--- src/rtl/ob_drain_streamer.sv ---
// Streams a window of the output-buffer SRAM onto a valid/ready master port.
// Optional running XOR checksum output (csum_o) is built when OB_DRAIN_CSUM_EN is defined.
//
// state  | meaning
// -------+---------------------------------------------------------------
// S_IDLE | waiting for start_i; the first read is issued on the launch edge
// S_RUN  | issuing reads, filling the 2-entry skid FIFO, streaming words out
// S_DONE | one-cycle completion pulse on done_o
module ob_drain_streamer #(
    parameter  int WIDTH  = 8,
    parameter  int COL    = 4,
    parameter  int O_SIZE = 256,
    localparam int AW     = $clog2(O_SIZE),
    localparam int DW     = COL * WIDTH
) (
    input  logic          clk_i,
    input  logic          rstn_i,
    input  logic          start_i,
    input  logic [AW-1:0] base_addr_i,
    input  logic [AW:0]   num_words_i,
    output logic          ob_mem_cenb_o,
    output logic          ob_mem_wenb_o,
    output logic [AW-1:0] ob_mem_addr_o,
    input  logic [DW-1:0] ob_mem_data_i,
    output logic [DW-1:0] m_data_o,
    output logic          m_valid_o,
    input  logic          m_ready_i,
    output logic          m_last_o,
    output logic          busy_o,
    output logic          done_o
`ifdef OB_DRAIN_CSUM_EN
    ,
    output logic [DW-1:0] csum_o
`endif
);

    typedef enum logic [1:0] {S_IDLE, S_RUN, S_DONE} state_t;

    state_t        state_q;
    state_t        state_d;

    logic [AW:0]   num_q;
    logic [AW:0]   issued_q;
    logic [AW:0]   accepted_q;
    logic [AW-1:0] ptr_q;
    logic          cenb_q;
    logic [AW-1:0] addr_q;
    logic          rd_d1_q;

    logic [DW-1:0] skid_mem [2];
    logic          skid_wr_q;
    logic          skid_rd_q;
    logic [1:0]    skid_cnt_q;

    logic          launch;
    logic          issue;
    logic [AW-1:0] issue_addr;
    logic [AW-1:0] next_ptr;
    logic [2:0]    occupancy;
    logic          hs;
    logic          last_hs;
    logic          head_is_last;

    assign launch = (state_q == S_IDLE) && start_i;

    // Reads in flight (enable cycle or data cycle) plus buffered words never exceed 2.
    assign occupancy = {1'b0, skid_cnt_q} + {2'b00, ~cenb_q} + {2'b00, rd_d1_q};

    always_comb begin
        issue      = 1'b0;
        issue_addr = ptr_q;
        if (launch) begin
            issue      = (num_words_i != '0);
            issue_addr = base_addr_i;
        end else if (state_q == S_RUN) begin
            issue = (issued_q < num_q) && (occupancy < 3'd2);
        end
    end

    assign next_ptr     = (issue_addr == AW'(O_SIZE - 1)) ? '0 : issue_addr + 1'b1;
    assign m_valid_o    = (skid_cnt_q != 2'd0);
    assign m_data_o     = m_valid_o ? skid_mem[skid_rd_q] : '0;
    assign head_is_last = (accepted_q == num_q - 1'b1);
    assign m_last_o     = m_valid_o && head_is_last;
    assign hs           = m_valid_o && m_ready_i;
    assign last_hs      = hs && head_is_last;

    assign ob_mem_cenb_o = cenb_q;
    assign ob_mem_addr_o = addr_q;
    assign ob_mem_wenb_o = 1'b1;

    always_ff @(posedge clk_i) begin
        if (!rstn_i) begin
            state_q <= S_IDLE;
        end else begin
            state_q <= state_d;
        end
    end

    always_comb begin
        state_d = state_q;
        case (state_q)
            S_IDLE: if (start_i) state_d = (num_words_i != '0) ? S_RUN : S_DONE;
            S_RUN:  if (last_hs) state_d = S_DONE;
            S_DONE: state_d = S_IDLE;
            default: state_d = S_IDLE;
        endcase
    end

    always_comb begin
        busy_o = (state_q != S_IDLE);
        done_o = (state_q == S_DONE);
    end

    always_ff @(posedge clk_i) begin
        if (!rstn_i) begin
            num_q      <= '0;
            issued_q   <= '0;
            accepted_q <= '0;
            ptr_q      <= '0;
            cenb_q     <= 1'b1;
            addr_q     <= '0;
            rd_d1_q    <= 1'b0;
            skid_wr_q  <= 1'b0;
            skid_rd_q  <= 1'b0;
            skid_cnt_q <= 2'd0;
            for (int i = 0; i < 2; i++) begin
                skid_mem[i] <= '0;
            end
        end else begin
            cenb_q  <= ~issue;
            rd_d1_q <= ~cenb_q;
            if (issue) begin
                addr_q <= issue_addr;
                ptr_q  <= next_ptr;
            end

            if (launch) begin
                num_q      <= num_words_i;
                accepted_q <= '0;
                issued_q   <= issue ? (AW+1)'(1) : '0;
            end else begin
                if (issue) issued_q <= issued_q + 1'b1;
                if (hs)    accepted_q <= accepted_q + 1'b1;
            end

            // SRAM data is valid the cycle after the enable cycle.
            if (rd_d1_q) begin
                skid_mem[skid_wr_q] <= ob_mem_data_i;
                skid_wr_q           <= ~skid_wr_q;
            end
            if (hs) skid_rd_q <= ~skid_rd_q;
            skid_cnt_q <= skid_cnt_q + {1'b0, rd_d1_q} - {1'b0, hs};
        end
    end

`ifdef OB_DRAIN_CSUM_EN
    logic [DW-1:0] csum_q;

    always_ff @(posedge clk_i) begin
        if (!rstn_i) begin
            csum_q <= '0;
        end else if (launch) begin
            csum_q <= '0;
        end else if (hs) begin
            csum_q <= csum_q ^ m_data_o;
        end
    end

    assign csum_o = csum_q;
`endif

endmodule

--- config.mk ---
export PLATFORM = sky130hd
export DESIGN_NAME = ob_drain_streamer
export DESIGN_NICKNAME = d
export VERILOG_FILES = /design/src/rtl/ob_drain_streamer.sv
export SDC_FILE = /design/constraint.sdc
export NUM_CORES = 1
export LEC_CHECK = 0
export BUFFER_PORTS_ARGS = -buffer_cell sky130_fd_sc_hd__buf_4
export CORE_MARGIN = 1.5
export CORE_UTILIZATION = 57
export CTS_BUF_LIST = sky130_fd_sc_hd__clkbuf_8 sky130_fd_sc_hd__clkbuf_16
export CTS_CLUSTER_DIAMETER = 60
export DETAILED_ROUTE_END_ITERATION = 10
export PLACE_DENSITY = 0.85
export SLEW_MARGIN = 20
export SYNTH_ARGS = -nofsm -noshare
export SYNTH_HDL_FRONTEND = slang
export SYNTH_SLANG_ARGS = --single-unit
--- constraint.sdc ---
create_clock -name clk_i -period 3.8 [get_ports clk_i]
set_input_delay 0.76 -clock clk_i [delete_from_list [all_inputs] [get_ports clk_i]]
set_output_delay 0.76 -clock clk_i [all_outputs]
set_load 0.01 [all_outputs]
======== Yosys cells after proc, flatten, opt, wreduce, memory -nomap -nowiden ========
Memory sizes are Yosys's and may differ from the RTL's. A register that Yosys moved wholly into a read port is not among the register bits.
Index checks and enable logic that the tools add are counted.
storage, ports and cells
  output and inout port bits .............. 46
  word-level logic and storage cells ...... 67
  register bits ........................... 51
  RAM bits ................................ 64
  memories kept ........................... 1
cells by class
  multiplexer cells ....................... 21
  reductions and logical operators ........ 13
  order comparisons ....................... 2
  $add $sub $neg .......................... 8
  equal/unequal tests ..................... 6
  bitwise gates (word level) .............. 5
memory list
  memory    depth  width  rd ports  clocked after memory_dff  write ports  line  source
  skid_mem  2      32     1         1                         2            50    logic [DW-1:0] skid_mem [2];
operators by type and width
  kind                                                                           count
  32-bit two-way mux                                                             2
  32-bit OR reduction                                                            1
  9-bit by 1-bit adder with 9-bit output (second input constant)                 2
  9-bit two-way mux                                                              2
  8-bit two-way mux                                                              2
  1-bit two-way mux                                                              11
  9-bit == test                                                                  1
  9-bit less-than comparator                                                     1
  9-bit nonzero test                                                             1
  9-bit by 1-bit subtractor with 9-bit output (second input constant)            1
  8-bit by 1-bit adder with 8-bit output (second input constant)                 1
  8-bit == test (second input constant)                                          1
  2-bit two-way mux                                                              3
  2-bit nonzero test                                                             3
  1-bit logical AND                                                              5
  1-bit inverter                                                                 5
  2-bit inequality test (second input constant)                                  2
  2-bit one-hot mux with 2 select lines                                          1
  2-bit by 1-bit adder with 3-bit output                                         1
  3-bit by 1-bit adder with 3-bit output                                         1
  3-bit by 2-bit less-than comparator with 1-bit output (second input constant)  1
  2-bit by 1-bit adder with 2-bit output                                         1
  2-bit by 1-bit == test with 1-bit output (second input constant)               1
  2-bit == test (second input constant)                                          1
  other kinds (4)                                                                4

======== Logic depth before layout (Yosys ltp) ========
  depth in word-level cells ............... 9
  gate-level depth with buffers ........... 13
  gate-level depth less buffers ........... 11

======== Worst setup path before layout ========
Ideal clock, no wire load.
  path type ............................... reg-to-reg
  start point ............................. register rd_d1_q
  end point ............................... memory skid_mem[0][0] in the netlist's numbering, enable pin
  buffers on the path ..................... 0
  arrival ................................. 2.727 ns
  cell stages (with the launch flop) ...... 3
  library setup time ...................... 0.466 ns
  required time ........................... 3.334 ns
  setup slack ............................. 0.608 ns
  period minus slack after synthesis ...... 3.192 ns
  cell sequence ........................... dfxtp_1 -> inv_1 -> o21ai_0
RTL lines
  what                    line  source
  start, declared         48    logic rd_d1_q;
  start signal, assigned  132   rd_d1_q <= ~cenb_q;
  end, declared           50

======== Worst setup path after layout ========
  start point ............................. register num_q[0]
  end point ............................... output port m_last_o
on the way
  longest elaborated chain between the ends .. 3
RTL lines
  what                                         line  source
  start, declared                              42    logic [AW:0] num_q;
  start signal, assigned                       139   num_q <= num_words_i;
  9-bit by 1-bit subtractor with 9-bit output  83    assign head_is_last = (accepted_q == num_q - 1'b1);
  9-bit == test                                83
  1-bit logical AND                            84    assign m_last_o = m_valid_o && head_is_last;
  end, declared                                28    output logic m_last_o,
No other way between the ends.

==> flow_summary.json <==
{
  "status": "finished clean",
  "worst_pin_slew_ns": 1.006,
  "antenna_cells": 0,
  "synth_sequential_area_ratio_pct": 50.37,
  "post_cts_resized": 0,
  "hp-class": "input port to register",
  "ir_drop_v": 0.0003621,
  "stdcell_count": 828,
  "ys_types": 56,
  "crit_arrival_ns": 2.66,
  "finalHoldViolCount": 0,
  "clock_sink_count": 116,
  "rows": 36,
  "rrSetupSlack_ns": 0.93,
  "grt_max_degree": 47,
  "hpwlAfterDp_mm": 9.094,
  "htree_num_levels": 4,
  "place.gp.congestion": 0.8450,
  "area_delta_synth_final_pct": 23.82,
  "worst-r2r-cell-count": 8,
  "postCtsHoldBufs": 0,
  "vias": 4709,
  "worstHoldStart": "num_words_i[4]",
  "clockBufferDepth": 2,
  "ioPinCount": 99,
  "vias_per_cell": 5.687,
  "synth_seq_cells": 116,
  "timing.final.max_slew_violations": 0,
  "ant_nets": 0,
  "r2r_end": "ptr_q[5]",
  "yosys_warnings": 0,
  "start_util_pct": 59.36,
  "power.density_nw_per_um2": 538.9,
  "clk_pin_slew_ns": 0.06,
  "cp_num_buf_inv": 2,
  "rsz0062_at_grt": "false",
  "dieArea_sq_um": 10940,
  "cts_buffers": 17,
  "port_buffers": 97,
  "grt_pass1_vias": 4654,
  "synth_edf_count": 64,
  "die_h_um": 104.6,
  "fin_crit_sh_pct": 89.90,
  "finalSetupViolCount": 0,
  "clk_latency_ns": 0.53,
  "nNetsFinal": 750,
  "cts.root.buffer_cell": "clkbuf_8",
  "hold_slack_ns": 0.4983,
  "grt.overflow.total": 0,
  "crit_required_ns": 3.04,
  "groute.usage.overall_pct": 26.10,
  "drtPass1Iterations": 5,
  "tns_ns": 0,
  "fin_crit_ns": 3.416,
  "cp-start-kind": "register",
  "path_cells": "inv_1, ha_1, o21ba_1, a221o_1, a2111oi_4, o21ai_2, nor3_1, buf_4",
  "drtIter0Drc": 272,
  "syn_nets": 660,
  "dp.cells": 796,
  "cp_top_family": "compound AO/OA/AOI/OAI gates",
  "syn_avg_cell_area_sq_um": 9.936,
  "criticalPathCategory": "register to output port",
  "antenna_found_initial": 0,
  "core_area_sq_um": 9910,
  "die_w_um": 104.6,
  "leakagePower_nw": 2.970,
  "critPathMaxStageDelay_ns": 0.44,
  "relSlewSlack_pct": 32.91,
  "hold-path-cell-count": 3,
  "cp_slowest_cell": "dfxtp_1",
  "routedWlPerCell_um": 16.51,
  "drive_above_1_share_pct": 20.86,
  "cap_violations": 0,
  "clock_skew_ns": 0.005727,
  "netlist_area_sq_um": 5882,
  "hold_path_end": "num_q[4]",
  "tritoncts": "built",
  "end_kind": "output port",
  "grt_pass1_wl_mm": 22.43,
  "dominantRegCellSynth": "edfxtp_1",
  "syn_inst": 592,
  "rr_startpoint": "num_q[6]",
  "fillers": 658,
  "clock.fmax_ghz": 0.2927,
  "async_flop_share_pct": 0,
  "worstPathMaxFanout": 7,
  "drc_errors": 0,
  "postCtsSetupRepairBufs": 0,
  "routed_wl_mm": 13.67
}
==> placed cells by master, fill, tap and decap left out, types with 3 or more instances in the layout <==
| master | Yosys | layout |
|---|---|---|
| buf_4 | 1 | 105 |
| and2_1 | 74 | 74 |
| nand2_1 | 70 | 70 |
| edfxtp_1 | 64 | 64 |
| nor2_1 | 60 | 59 |
| dfxtp_1 | 52 | 51 |
| mux2i_1 | 34 | 34 |
| inv_1 | 19 | 19 |
| nand3_1 | 19 | 19 |
| clkbuf_16 | 0 | 16 |
| xnor2_1 | 15 | 15 |
| ha_1 | 15 | 15 |
| xor2_1 | 14 | 14 |
| a21boi_0 | 13 | 13 |
| o21ai_0 | 14 | 13 |
| a21oi_1 | 10 | 10 |
| nor3_1 | 9 | 9 |
| nand4_1 | 8 | 8 |
| inv_6 | 0 | 7 |
| and3_1 | 6 | 6 |
| o211a_1 | 6 | 6 |
| nor2b_1 | 5 | 5 |
| or3_1 | 5 | 5 |
| o2111ai_1 | 5 | 5 |
| o211ai_1 | 4 | 4 |
| nand3b_1 | 3 | 3 |
| o31ai_1 | 3 | 3 |
| clkinv_4 | 0 | 3 |
==> flip-flops by register name, indices dropped and copies added (netlist names), named ones only <==
signal / cells
rd_d1_q: 1
skid_wr_q: 1
skid_cnt_q: 2
accepted_q: 9
ob_mem_cenb_o: 1
state_q: 2
skid_rd_q: 1
issued_q: 9
ob_mem_addr_o: 8
skid_mem: 64
ptr_q: 8
num_q: 9
==> worst max-delay path by stage <==
stage,from,slack [ns],to,cells past startpoint
floorplan,rd_d1_q,0.61,skid_mem[0][0],2
global placement,num_words_i[4],0.92,ptr_q[2],7
detailed placement,num_words_i[4],0.81,ptr_q[2],7
CTS,num_q[0],0.35,m_last_o,8
global route,num_q[0],0.23,m_last_o,8
finish,num_q[0],0.38,m_last_o,8
==> tightest hold or removal path, cell delays in order <==
cell and delay (ns):
buf_4 0.11, nand2_1 0.04, a21boi_0 0.06
==> cell type report <==
type	count	area (sq um)	area share [%]
Sequential cell	116	2964	40.70
Multi-Input combinational cell	423	2711	37.23
Timing Repair Buffer	105	788.3	10.82
Clock buffer	17	414.1	5.686
Clock inverter	15	167.7	2.302
Tap cell	133	166.4	2.285
Inverter	19	71.32	0.9792
==> per-stage QoR <==
step / worst slack (ns) / power, mW / cell area [sq um] / utilization, %
CTS: 0.3501 / 3.934 / 7283 / 73.50
global route: 0.2285 / 4.092 / 7283 / 73.50
detailed placement: 0.8142 / 2.375 / 6701 / 67.63
finish: 0.3836 / 3.925 / 7283 / 73.50
global placement: 0.9175 / 2.343 / 6701 / 67.63
floorplan: 0.6078 / 2.022 / 5882 / -
==> where the power goes <==
part | switching (mW) | total [mW] | internal [mW] | leakage, nW
Sequential | 0.116 | 1.53 | 1.42 | 1.09
Combinational | 0.442 | 0.827 | 0.385 | 1.60
Clock | 0.619 | 1.57 | 0.948 | 0.281
Total | 1.18 | 3.93 | 2.75 | 2.97
==> cell families (layout without fill, tap and decap cells) <==
family	Yosys count	after routing	synth area share, %
flops	116	116	50.37
buf+inv	53	156	3.637
other cells	1	1	0.06376
fa+ha+maj	15	15	3.191
mux	34	34	5.786
xor+xnor	29	29	4.318
compound gates	71	71	9.254
simple gates	273	273	23.38
==> cell usage after synthesis (6+ instances only) <==
library cell	instances	area (sq um)
nor3_1	9	45.04
a21boi_0	13	97.59
clkbuf_1	25	93.84
ha_1	15	187.7
and2_1	74	462.9
xnor2_1	15	131.4
inv_1	19	71.32
o21ai_0	14	70.07
xor2_1	14	122.6
nor2_1	60	225.2
edfxtp_1	64	1922
and3_1	6	37.54
nand4_1	8	50.05
nand2_1	70	262.8
o211a_1	6	60.06
nand3_1	19	95.09
dfxtp_1	52	1041
a21oi_1	10	50.05
mux2i_1	34	340.3
==> metal layers <==
metal  vias up  GRT usage [%]  routed length, um
met5         -              0                  0
met4         0          12.62                491
met1      2254          31.40               5470
met3        42          7.236                829
met2       182          43.28               6882
li1       2231              -                  -
(Power assumes the default switching activity.)
